### config.mk
export PLATFORM = sky130hd
export DESIGN_NAME = vga_fetch_arb
export DESIGN_NICKNAME = d
export VERILOG_FILES = /design/src/rtl/vga_fetch_arb.sv
export SDC_FILE = /design/constraint.sdc
export NUM_CORES = 1
export LEC_CHECK = 0
export ABC_AREA = 1
export ABC_CLOCK_PERIOD_IN_PS = 3000
export BUFFER_PORTS_ARGS = -buffer_cell sky130_fd_sc_hd__buf_2
export CAP_MARGIN = 20
export CORE_UTILIZATION = 55
export CTS_CLUSTER_DIAMETER = 80
export DETAILED_ROUTE_END_ITERATION = 8
export PLACE_DENSITY = 0.8
export SYNTH_ARGS = -nofsm -noshare
export SYNTH_HDL_FRONTEND = slang
export SYNTH_SLANG_ARGS = --single-unit
### constraint.sdc
create_clock -name clk -period 3 [get_ports clk]
set_input_delay 0.6 -clock clk [delete_from_list [all_inputs] [get_ports clk]]
set_output_delay 0.6 -clock clk [all_outputs]
set_load 0.01 [all_outputs]
### src/rtl/vga_fetch_arb.sv
// vga_fetch_arb: shared pixel-memory arbiter interleaving per-line prefetch bursts with single writer words.
// Define VGA_ARB_STATS_EN to enable the saturating underrun event counter.
module vga_fetch_arb #(
    parameter int AW       = 19,
    parameter int DW       = 8,
    parameter int H_ACTIVE = 800,
    parameter int BURST    = 16
) (
    input  logic          clk,
    input  logic          rst_n,
    input  logic          frame_start,
    input  logic          line_start,
    input  logic          wr_req,
    input  logic [AW-1:0] wr_addr,
    input  logic [DW-1:0] wr_data,
    output logic          wr_ack,
    output logic          mem_req,
    output logic          mem_we,
    output logic [AW-1:0] mem_addr,
    output logic [DW-1:0] mem_wdata,
    input  logic          mem_ack,
    input  logic [DW-1:0] mem_rdata,
    output logic [DW-1:0] pix_data,
    output logic          pix_valid,
    output logic          line_busy,
    output logic          underrun,
    output logic [15:0]   underrun_cnt
);
    localparam int WLW = $clog2(H_ACTIVE + 1);
    localparam int BW  = BURST > 1 ? $clog2(BURST) : 1;

    typedef enum logic [1:0] {IDLE, FETCH, WRITE} state_t;

    state_t        state_q, state_d;
    logic [AW-1:0] fetch_ptr_q, fetch_ptr_d;
    logic [WLW-1:0] words_left_q, words_left_d;
    logic [BW-1:0] beat_q, beat_d;
    logic          mem_req_q, mem_req_d, mem_we_q, mem_we_d;
    logic [AW-1:0] mem_addr_q, mem_addr_d;
    logic [DW-1:0] mem_wdata_q, mem_wdata_d, pix_data_q, pix_data_d;
    logic          wr_ack_q, wr_ack_d, pix_valid_q, pix_valid_d;
    logic          line_busy_q, line_busy_d, underrun_q, underrun_d;
    logic          fetch_ack, write_ack, burst_end, more;

    always_comb begin
        fetch_ack    = state_q == FETCH && mem_ack;
        write_ack    = state_q == WRITE && mem_ack;
        burst_end    = fetch_ack && (beat_q == BW'(BURST - 1) || words_left_q == WLW'(1));
        words_left_d = line_start ? WLW'(H_ACTIVE) : fetch_ack ? words_left_q - WLW'(1) : words_left_q;
        more         = words_left_d != '0;
        // A restarted line begins where the dropped remainder of the old one would have ended.
        fetch_ptr_d  = frame_start ? '0 :
                       line_start  ? fetch_ptr_q + AW'(words_left_q) :
                       fetch_ack   ? fetch_ptr_q + AW'(1) : fetch_ptr_q;
        beat_d       = burst_end ? '0 : line_start ? BW'(fetch_ack) : fetch_ack ? beat_q + BW'(1) : beat_q;
        state_d      = state_q == IDLE  ? (more ? FETCH : wr_req ? WRITE : IDLE) :
                       state_q == FETCH ? (!burst_end ? FETCH : wr_req ? WRITE : more ? FETCH : IDLE) :
                       (!write_ack ? WRITE : more ? FETCH : IDLE);
        mem_req_d    = state_d != IDLE;
        mem_we_d     = state_d == WRITE;
        mem_addr_d   = state_d == WRITE ? wr_addr : state_d == FETCH ? fetch_ptr_d : mem_addr_q;
        mem_wdata_d  = state_d == WRITE ? wr_data : mem_wdata_q;
        wr_ack_d     = write_ack;
        pix_valid_d  = fetch_ack;
        pix_data_d   = fetch_ack ? mem_rdata : pix_data_q;
        line_busy_d  = line_start || words_left_q != '0;
        underrun_d   = underrun_q || (line_start && line_busy_q);
    end

    always_ff @(posedge clk) begin
        if (!rst_n) begin
            state_q      <= IDLE;
            fetch_ptr_q  <= '0;
            words_left_q <= '0;
            beat_q       <= '0;
            mem_req_q    <= 1'b0;
            mem_we_q     <= 1'b0;
            mem_addr_q   <= '0;
            mem_wdata_q  <= '0;
            wr_ack_q     <= 1'b0;
            pix_data_q   <= '0;
            pix_valid_q  <= 1'b0;
            line_busy_q  <= 1'b0;
            underrun_q   <= 1'b0;
        end else begin
            state_q      <= state_d;
            fetch_ptr_q  <= fetch_ptr_d;
            words_left_q <= words_left_d;
            beat_q       <= beat_d;
            mem_req_q    <= mem_req_d;
            mem_we_q     <= mem_we_d;
            mem_addr_q   <= mem_addr_d;
            mem_wdata_q  <= mem_wdata_d;
            wr_ack_q     <= wr_ack_d;
            pix_data_q   <= pix_data_d;
            pix_valid_q  <= pix_valid_d;
            line_busy_q  <= line_busy_d;
            underrun_q   <= underrun_d;
        end
    end

`ifdef VGA_ARB_STATS_EN
    logic [15:0] underrun_cnt_q, underrun_cnt_d;

    always_comb underrun_cnt_d = (line_start && line_busy_q && underrun_cnt_q != 16'hFFFF) ?
                                 underrun_cnt_q + 16'd1 : underrun_cnt_q;

    always_ff @(posedge clk) begin
        if (!rst_n) underrun_cnt_q <= '0;
        else underrun_cnt_q <= underrun_cnt_d;
    end

    assign underrun_cnt = underrun_cnt_q;
`else
    assign underrun_cnt = '0;
`endif

    assign mem_req   = mem_req_q;
    assign mem_we    = mem_we_q;
    assign mem_addr  = mem_addr_q;
    assign mem_wdata = mem_wdata_q;
    assign wr_ack    = wr_ack_q;
    assign pix_data  = pix_data_q;
    assign pix_valid = pix_valid_q;
    assign line_busy = line_busy_q;
    assign underrun  = underrun_q;
endmodule

==> results.toml, run 1 <==
[drt]
viasPerCell = 5.28
route.detailed.wl_per_inst_microns = 12.8
num_vias = 4782
number_of_design_rule_violations_left_after_detail_routing = 0
first_pass_iters = 5
detailedRoute.firstIterationViolations = 385
routed_wl_mm = 11.6
antenna_violating_nets_post_route = 0

[timing]
finalSetupTns_ps = 0
max-slew-margin-rel_pct = 57.9
fin_crit_sh_pct = 92.4
period_minus_slack_ps = 2770
fin_skew_ps = 9.07
final_critical_path_setup_slack_ps = 227
tightest_slew_ps = 632
max_freq_mhz = 361
finalSetupViolations = 0
drv_slew = 0
finalHoldViolCount = 0
finalHoldWorstSlack_ps = 465

[power_and_ir_drop]
total_power_mw = 2.20
power.net_switching_uw = 641
share_clk_of_total_power_pct = 36.9
leakagePower_nw = 2.69
power.share.switching_pct = 29.2
power_per_cell_area_mw_per_mm2 = 416
internal-power_mw = 1.56
ir_drop_mv = 0.335
power.sequential.fraction_pct = 48.8
p_comb_share_pct = 14.3

[critical_path]
critical-path-slowest-cell = "sky130_fd_sc_hd__dfxtp_1"
worst_path_class_setup = "flip-flop to flip-flop"
worst_path_largest_cell_delay_ps = 380
critical_path.top_delay_family = "simple AND/OR/NAND/NOR gates"
arrival_time_of_the_worst_setup_path_ps = 2980
timing.critical_path.from_type = "flip-flop"
crit-reg2reg-capture = "mem_addr[0]$_SDFFE_PN0P_"
reg2regPathDepth = 19
critical_path.reg2reg.startpoint = "state_q[0]$_SDFF_PN0_"
critical_path.n_buffers_inverters = 5
endpoint_type_of_the_worst_setup_path = "flip-flop"
critical_path.max_fanout = 32
timing.critical_path.required_ps = 3210
critical_path.cell_chain = "inv_2 > nor2_4 > nand2_8 > inv_4 > nand2_1 > nand3_1 > nand2_1 > nor2_1 > nand3_1 > nor2_2 > nand3_2 > a21boi_2 > buf_4 > ha_1 > inv_1 > buf_12 > a21oi_1 > o21ai_0 > a21oi_1"
reg2reg_slack_ps = 230

[global_route]
grt_antenna_before_repair = 0
grt_start_max_net_pins = 63
grt_overflow_total = 0
groute.usage.overall_pct = 27.9
first_global_vias = 4299
grt_pass1_wl_mm = 19.3

[logic_synthesis]
netlist_instances = 718
post_synth_num_cell_types = 42
synth.yosys.seq_area_share_pct = 33.3
ys_top_cells_by_area = "sky130_fd_sc_hd__dfxtp_1, sky130_fd_sc_hd__nand2_1, sky130_fd_sc_hd__nor2_1"
mappedNetlistArea_sq_mm = 0.00457
seq_cells_post_synth = 76
synth_area_leader_cell = "sky130_fd_sc_hd__dfxtp_1"
mean_instance_size_in_the_synthesized_netlist_sq_um = 6.37
synth_largest_type_area_fraction_pct = 33.3
yosys_warn_count = 0

[die]
die-width_microns = 93.2
initial_core_util_pct = 58.0
fp.coreArea_sq_mm = 0.00789
placement_rows = 32
dieHeight_microns = 93.2
die_area_sq_mm = 0.00868
io_pins = 98

[placed_design]
place.port_buffers = 81
dp_slack_ps = 88.5
cell_count_after_placement = 889
gp_congestion = 0.945
hpwl_detailed_mm = 8.82
placed_area_sq_mm = 0.00505

[cells_and_area]
post-route-util_pct = 66.9
flow.area_growth_from_synthesis_pct = 15.5
final_layout_size_suffix_gt1_share_pct = 16.8
fillers = 710
final_cells = 906
antenna_cells = 0
post_layout_nets = 858
finalInstanceArea_sq_mm = 0.00528

[hold_path]
hold-path-cell-count = 2
worst_hold_path.endpoint = "mem_addr[14]$_SDFFE_PN0P_"
hold_class = "flip-flop to flip-flop"
startpoint_of_the_worst_hold_path = "mem_addr[14]$_SDFFE_PN0P_"

[clock_tree]
clock_tree.buffer_depth = 2
cts_tree = "done"
htreeDepth = 3
clk_latency_ps = 350
tritoncts.num_buffers = 9
clock_pin_slew_on_the_worst_setup_and_hold_paths_ps = 90
cts_num_sinks = 76
cts-root-buf = "sky130_fd_sc_hd__clkbuf_8"
cts_hold_buffers = 0

[run_status]
status = "completed"

[flow_run]
cap_viol_max_count = 0
[power by group through the flow]
stage	logic, mW	clock network, mW	registers (mW)
after floorplan	0.214	0	1.10
after global placement	0.297	0	1.09
after detailed placement	0.304	0	1.10
after CTS	0.307	0.826	1.07
after global routing	0.351	0.869	1.08
final	0.314	0.810	1.07
[worst reg2reg max path, cell delays in order (launching register included)]
cell                       delay, ps
sky130_fd_sc_hd__dfxtp_1         380
sky130_fd_sc_hd__inv_2            70
sky130_fd_sc_hd__nor2_4          180
sky130_fd_sc_hd__nand2_8         130
sky130_fd_sc_hd__inv_4           140
sky130_fd_sc_hd__nand2_1          70
sky130_fd_sc_hd__nand3_1          90
sky130_fd_sc_hd__nand2_1          60
sky130_fd_sc_hd__nor2_1          150
sky130_fd_sc_hd__nand3_1         110
sky130_fd_sc_hd__nor2_2          130
sky130_fd_sc_hd__nand3_2         100
sky130_fd_sc_hd__a21boi_2        160
sky130_fd_sc_hd__buf_4           140
sky130_fd_sc_hd__ha_1            230
sky130_fd_sc_hd__inv_1           100
sky130_fd_sc_hd__buf_12          180
sky130_fd_sc_hd__a21oi_1          60
sky130_fd_sc_hd__o21ai_0          90
sky130_fd_sc_hd__a21oi_1          80
[worst max-delay path by stage]
stage | from | endpoint | slack (ps) | depth (start not counted)
after floorplan | words_left_q[0]$_SDFF_PN0_ | mem_addr[11]$_SDFFE_PN0P_ | 340 | 16
after global placement | mem_ack | mem_addr[0]$_SDFFE_PN0P_ | 190 | 17
after detailed placement | mem_ack | mem_addr[0]$_SDFFE_PN0P_ | 90 | 17
after CTS | words_left_q[0]$_SDFF_PN0_ | mem_addr[6]$_SDFFE_PN0P_ | 120 | 16
after global routing | state_q[0]$_SDFF_PN0_ | mem_addr[0]$_SDFFE_PN0P_ | -10 | 19
final | state_q[0]$_SDFF_PN0_ | mem_addr[0]$_SDFFE_PN0P_ | 230 | 19
[layout make-up]
class                           instances  area [sq um]  share of cell area, %
Inverter                               73           277                   5.24
Clock buffer                            9           124                   2.35
Timing Repair Buffer                   92           513                   9.72
Clock inverter                          7          82.6                   1.56
Multi-Input combinational cell        547          2630                   49.9
Tap cell                              102           128                   2.42
Sequential cell                        76          1520                   28.8
[cell usage in the layout (no fill, tap or decap), types with 3 or more instances in the layout]
| cell type | n |
|---|---|
| sky130_fd_sc_hd__nand2_1 | 210 |
| sky130_fd_sc_hd__nor2_1 | 106 |
| sky130_fd_sc_hd__nand3_1 | 55 |
| sky130_fd_sc_hd__nor2_2 | 5 |
| sky130_fd_sc_hd__conb_1 | 16 |
| sky130_fd_sc_hd__clkinv_1 | 3 |
| sky130_fd_sc_hd__dfxtp_1 | 75 |
| sky130_fd_sc_hd__nand4_1 | 9 |
| sky130_fd_sc_hd__inv_2 | 4 |
| sky130_fd_sc_hd__o211ai_1 | 6 |
| sky130_fd_sc_hd__ha_1 | 16 |
| sky130_fd_sc_hd__buf_2 | 81 |
| sky130_fd_sc_hd__nand3_2 | 4 |
| sky130_fd_sc_hd__inv_1 | 65 |
| sky130_fd_sc_hd__xor2_1 | 6 |
| sky130_fd_sc_hd__buf_4 | 9 |
| sky130_fd_sc_hd__clkbuf_8 | 9 |
| sky130_fd_sc_hd__a21oi_1 | 49 |
| sky130_fd_sc_hd__a21o_1 | 3 |
| sky130_fd_sc_hd__o21ai_0 | 31 |
| sky130_fd_sc_hd__nor3_1 | 6 |
| sky130_fd_sc_hd__nand2_2 | 3 |
[sequential cells by signal, indices dropped and copies added, names as in the netlist]
| register | cells |
|---|---|
| fetch_ptr_q | 19 |
| state_q | 2 |
| mem_addr | 19 |
| wr_ack | 1 |
| mem_wdata | 8 |
| words_left_q | 10 |
| underrun | 1 |
| pix_valid | 1 |
| beat_q | 4 |
| pix_data | 8 |
| mem_we | 1 |
| mem_req | 1 |
| line_busy | 1 |
[cell families (layout without fill, tap and decap cells)]
kind of cell | Yosys count | in the layout | share of synthesized area (%)
DFF | 76 | 76 | 33.3
AOI/OAI and AO/OA | 95 | 95 | 11.2
buffers and inverters | 110 | 181 | 10.7
and+or+nand+nor | 410 | 410 | 38.1
other | 1 | 16 | 0.0820
adders and majority gates | 18 | 18 | 5.09
xor gates and xnor gates | 8 | 8 | 1.53
[timing repair]
| action | 4_1_cts | 5_1_grt |
|---|---|---|
| endpoints found under the setup margin | 0 | 27 |
| resized for setup | 0 | 8 |
| setup buffers | 0 | 1 |
[synthesized netlist by cell type]
library cell and instances:
sky130_fd_sc_hd__inv_4 1, sky130_fd_sc_hd__o21ai_0 32, sky130_fd_sc_hd__nand3_1 55, sky130_fd_sc_hd__a41oi_1 1
sky130_fd_sc_hd__xor2_1 6, sky130_fd_sc_hd__buf_1 1, sky130_fd_sc_hd__nor4_1 1, sky130_fd_sc_hd__inv_1 67
sky130_fd_sc_hd__a21oi_1 49, sky130_fd_sc_hd__a21o_1 3, sky130_fd_sc_hd__a21oi_2 1, sky130_fd_sc_hd__nor2_2 5
sky130_fd_sc_hd__or2_0 1, sky130_fd_sc_hd__buf_2 3, sky130_fd_sc_hd__and3_1 1, sky130_fd_sc_hd__a211oi_1 1
sky130_fd_sc_hd__clkinv_1 3, sky130_fd_sc_hd__nand2_2 2, sky130_fd_sc_hd__a21boi_1 1, sky130_fd_sc_hd__nand2_4 1
sky130_fd_sc_hd__nand3b_1 2, sky130_fd_sc_hd__inv_2 2, sky130_fd_sc_hd__o21a_1 1, sky130_fd_sc_hd__ha_1 17
sky130_fd_sc_hd__nand4_1 9, sky130_fd_sc_hd__clkbuf_1 15, sky130_fd_sc_hd__nor3_1 6, sky130_fd_sc_hd__and2_1 1
sky130_fd_sc_hd__nor2_4 2, sky130_fd_sc_hd__nor2_1 106, sky130_fd_sc_hd__buf_6 1, sky130_fd_sc_hd__conb_1 1
sky130_fd_sc_hd__or2_2 1, sky130_fd_sc_hd__o211ai_1 6, sky130_fd_sc_hd__nor3_4 1, sky130_fd_sc_hd__dfxtp_1 76
sky130_fd_sc_hd__and2_4 1, sky130_fd_sc_hd__nand3_2 4, sky130_fd_sc_hd__xnor2_1 2, sky130_fd_sc_hd__buf_4 17
sky130_fd_sc_hd__fa_1 1, sky130_fd_sc_hd__nand2_1 211
[metal layers]
layer	vias up	GRT usage (%)	part of all wire, %
met5	-	0	0
met4	0	9.23	1.7
met2	181	45.0	46
met1	2164	37.9	46
met3	19	4.47	6.6
li1	2418	-	-
Note: power is estimated with default switching activity, not from simulation.
==> run 2, diff against run 1 <==
--- a/config.mk
+++ b/config.mk
@@ -9,10 +9,12 @@
 export ABC_CLOCK_PERIOD_IN_PS = 3000
 export BUFFER_PORTS_ARGS = -buffer_cell sky130_fd_sc_hd__buf_2
 export CAP_MARGIN = 20
-export CORE_UTILIZATION = 55
+export CELL_PAD_IN_SITES_DETAIL_PLACEMENT = 1
+export CELL_PAD_IN_SITES_GLOBAL_PLACEMENT = 2
+export CORE_UTILIZATION = 29
 export CTS_CLUSTER_DIAMETER = 80
 export DETAILED_ROUTE_END_ITERATION = 8
-export PLACE_DENSITY = 0.8
+export PLACE_DENSITY_LB_ADDON = 0.1
 export SYNTH_ARGS = -nofsm -noshare
 export SYNTH_HDL_FRONTEND = slang
 export SYNTH_SLANG_ARGS = --single-unit
==> run 2 against run 1 <==
Highest routed layer unchanged. Final cell count is 12% higher. Critical path type unchanged. Power rose by 17%. Count of clock-buffer cells in the layout unchanged.
==> results.toml, run 2 (synthesis gave the netlist of run 1 again) <==
[critical_path]
critical_path.max_fanout = 32
worst_path_class_setup = "flip-flop to flip-flop"
endpoint_type_of_the_worst_setup_path = "flip-flop"
timing.critical_path.required_ps = 3270
arrival_time_of_the_worst_setup_path_ps = 2960
timing.critical_path.from_type = "flip-flop"

[global_route]
groute.layer.met3.usage_pct = 3.31
globalRouteMet2Util_pct = 35.4
grt_pass1_wl_mm = 25.1
met1_usage_pct = 24.7
grt_overflow_total = 0
grt_antenna_before_repair = 0
grt_start_max_net_pins = 52
grt_busiest_layer = "met2"
first_global_vias = 4919
groute.usage.overall_pct = 20.0

[drt]
detailedRoute.firstIterationViolations = 144
routed_wl_mm = 15.3
antenna_violating_nets_post_route = 0
first_pass_iters = 4
route.detailed.wl_per_inst_microns = 15.1
viasPerCell = 4.70
number_of_design_rule_violations_left_after_detail_routing = 0
num_vias = 4763

[cells_and_area]
final_layout_size_suffix_gt1_share_pct = 16.7
layout_commonest_cell = "sky130_fd_sc_hd__nand2_1"
antenna_cells = 0
flow.area_growth_from_synthesis_pct = 20.9
post_layout_nets = 858
commonest_non_fill_non_tap_cells_in_the_layout = "sky130_fd_sc_hd__nand2_1, sky130_fd_sc_hd__nor2_1, sky130_fd_sc_hd__buf_2"

[power_and_ir_drop]
power_per_cell_area_mw_per_mm2 = 466
ir_drop_mv = 0.269
total_power_mw = 2.58
leakagePower_nw = 2.75

[clock_tree]
clock_tree.buffer_depth = 2
tritoncts.num_buffers = 9
htreeDepth = 3
clk_latency_ps = 350
cts_post_setup_buffers_inserted = 0
cts-root-buf = "sky130_fd_sc_hd__clkbuf_16"
cts_tree = "done"
clock_pin_slew_on_the_worst_setup_and_hold_paths_ps = 60
cts_num_sinks = 76

[timing]
finalSetupViolations = 0
max_freq_mhz = 372
period_minus_slack_ps = 2690
finalHoldViolCount = 0
tightest_slew_ps = 643
fin_crit_sh_pct = 89.6
drv_slew = 0
final_critical_path_setup_slack_ps = 313
max-slew-margin-rel_pct = 56.9
fin_skew_ps = 11.3

[die]
die_area_sq_mm = 0.0163
die-width_microns = 128
io_pins = 98
fp.coreArea_sq_mm = 0.0153
dieHeight_microns = 128
initial_core_util_pct = 29.9
placement_rows = 45

[placed_design]
gp_congestion = 0.794
hpwl_detailed_mm = 12.0
place.port_buffers = 81
dp_slack_ps = 81.6

[run_status]
status = "completed"

[flow_run]
cap_viol_max_count = 0

[hold_path]
hold_class = "flip-flop to flip-flop"
-- run 2: repair_timing --
item                                   in CTS  in global routing
hold buffers                                0                  0
resized for setup                           0                  6
setup endpoints to repair                   0                 27
endpoints found under the hold margin       0                  0
-- run 2: path summary, 6_finish.rpt --
path / depth (start not counted) / to / slack, ps / startpoint
min: 2 / mem_addr[8]$_SDFFE_PN0P_ / 460 / mem_addr[8]$_SDFFE_PN0P_
max: 17 / mem_addr[0]$_SDFFE_PN0P_ / 310 / state_q[0]$_SDFF_PN0_
max reg2reg: 17 / mem_addr[0]$_SDFFE_PN0P_ / 310 / state_q[0]$_SDFF_PN0_
min reg2reg: 2 / mem_addr[8]$_SDFFE_PN0P_ / 460 / mem_addr[8]$_SDFFE_PN0P_
-- run 2: layout make-up --
cell class / count / area [sq um]
Clock inverter: 6 / 87.6
Sequential cell: 76 / 1520
Multi-Input combinational cell: 547 / 2630
Timing Repair Buffer: 92 / 526
Fill cell: 2033 / 9790
Tap cell: 211 / 264
Inverter: 73 / 277
Clock buffer: 9 / 225
-- run 2: routing by layer --
| layer | up-vias | routed length, microns |
|---|---|---|
| met2 | 76 | 7660 |
| met4 | 0 | 182 |
| li1 | 2416 | - |
| met5 | - | 0 |
| met1 | 2260 | 7010 |
| met3 | 11 | 475 |
-- run 2: through the flow --
stage	std cells	hold WS [ps]	setup TNS (ps)	utilization (%)	cell area (sq um)
global placement	999	448	0	34.0	5200
finish	1014	465	0	36.1	5530
floorplan	733	458	0	-	4630
global route	1014	490	-7.53	36.1	5530
CTS	1014	472	0	36.0	5520
detailed placement	999	461	0	34.0	5200
-- run 2: power by group --
part | internal (mW) | switching (mW) | total (mW) | leakage (nW)
sequential | 1.04 | 0.0331 | 1.08 | 0.619
clock | 0.725 | 0.452 | 1.18 | 0.156
combinational | 0.114 | 0.209 | 0.323 | 1.97
total | 1.88 | 0.694 | 2.58 | 2.75
-- run 2: worst max-delay path, stage by stage (launching register included) --
cell and delay (ps):
sky130_fd_sc_hd__dfxtp_1 380, sky130_fd_sc_hd__inv_2 70, sky130_fd_sc_hd__nor2_4 130, sky130_fd_sc_hd__nand2_4 120
sky130_fd_sc_hd__nor3_4 220, sky130_fd_sc_hd__nand3_1 120, sky130_fd_sc_hd__nand2_1 80, sky130_fd_sc_hd__nand3_1 140
sky130_fd_sc_hd__and2_4 210, sky130_fd_sc_hd__nand3_2 90, sky130_fd_sc_hd__a21boi_2 60, sky130_fd_sc_hd__buf_4 140
sky130_fd_sc_hd__ha_1 280, sky130_fd_sc_hd__inv_1 70, sky130_fd_sc_hd__buf_12 160, sky130_fd_sc_hd__a21oi_1 110
sky130_fd_sc_hd__o21ai_0 90, sky130_fd_sc_hd__a21oi_1 140
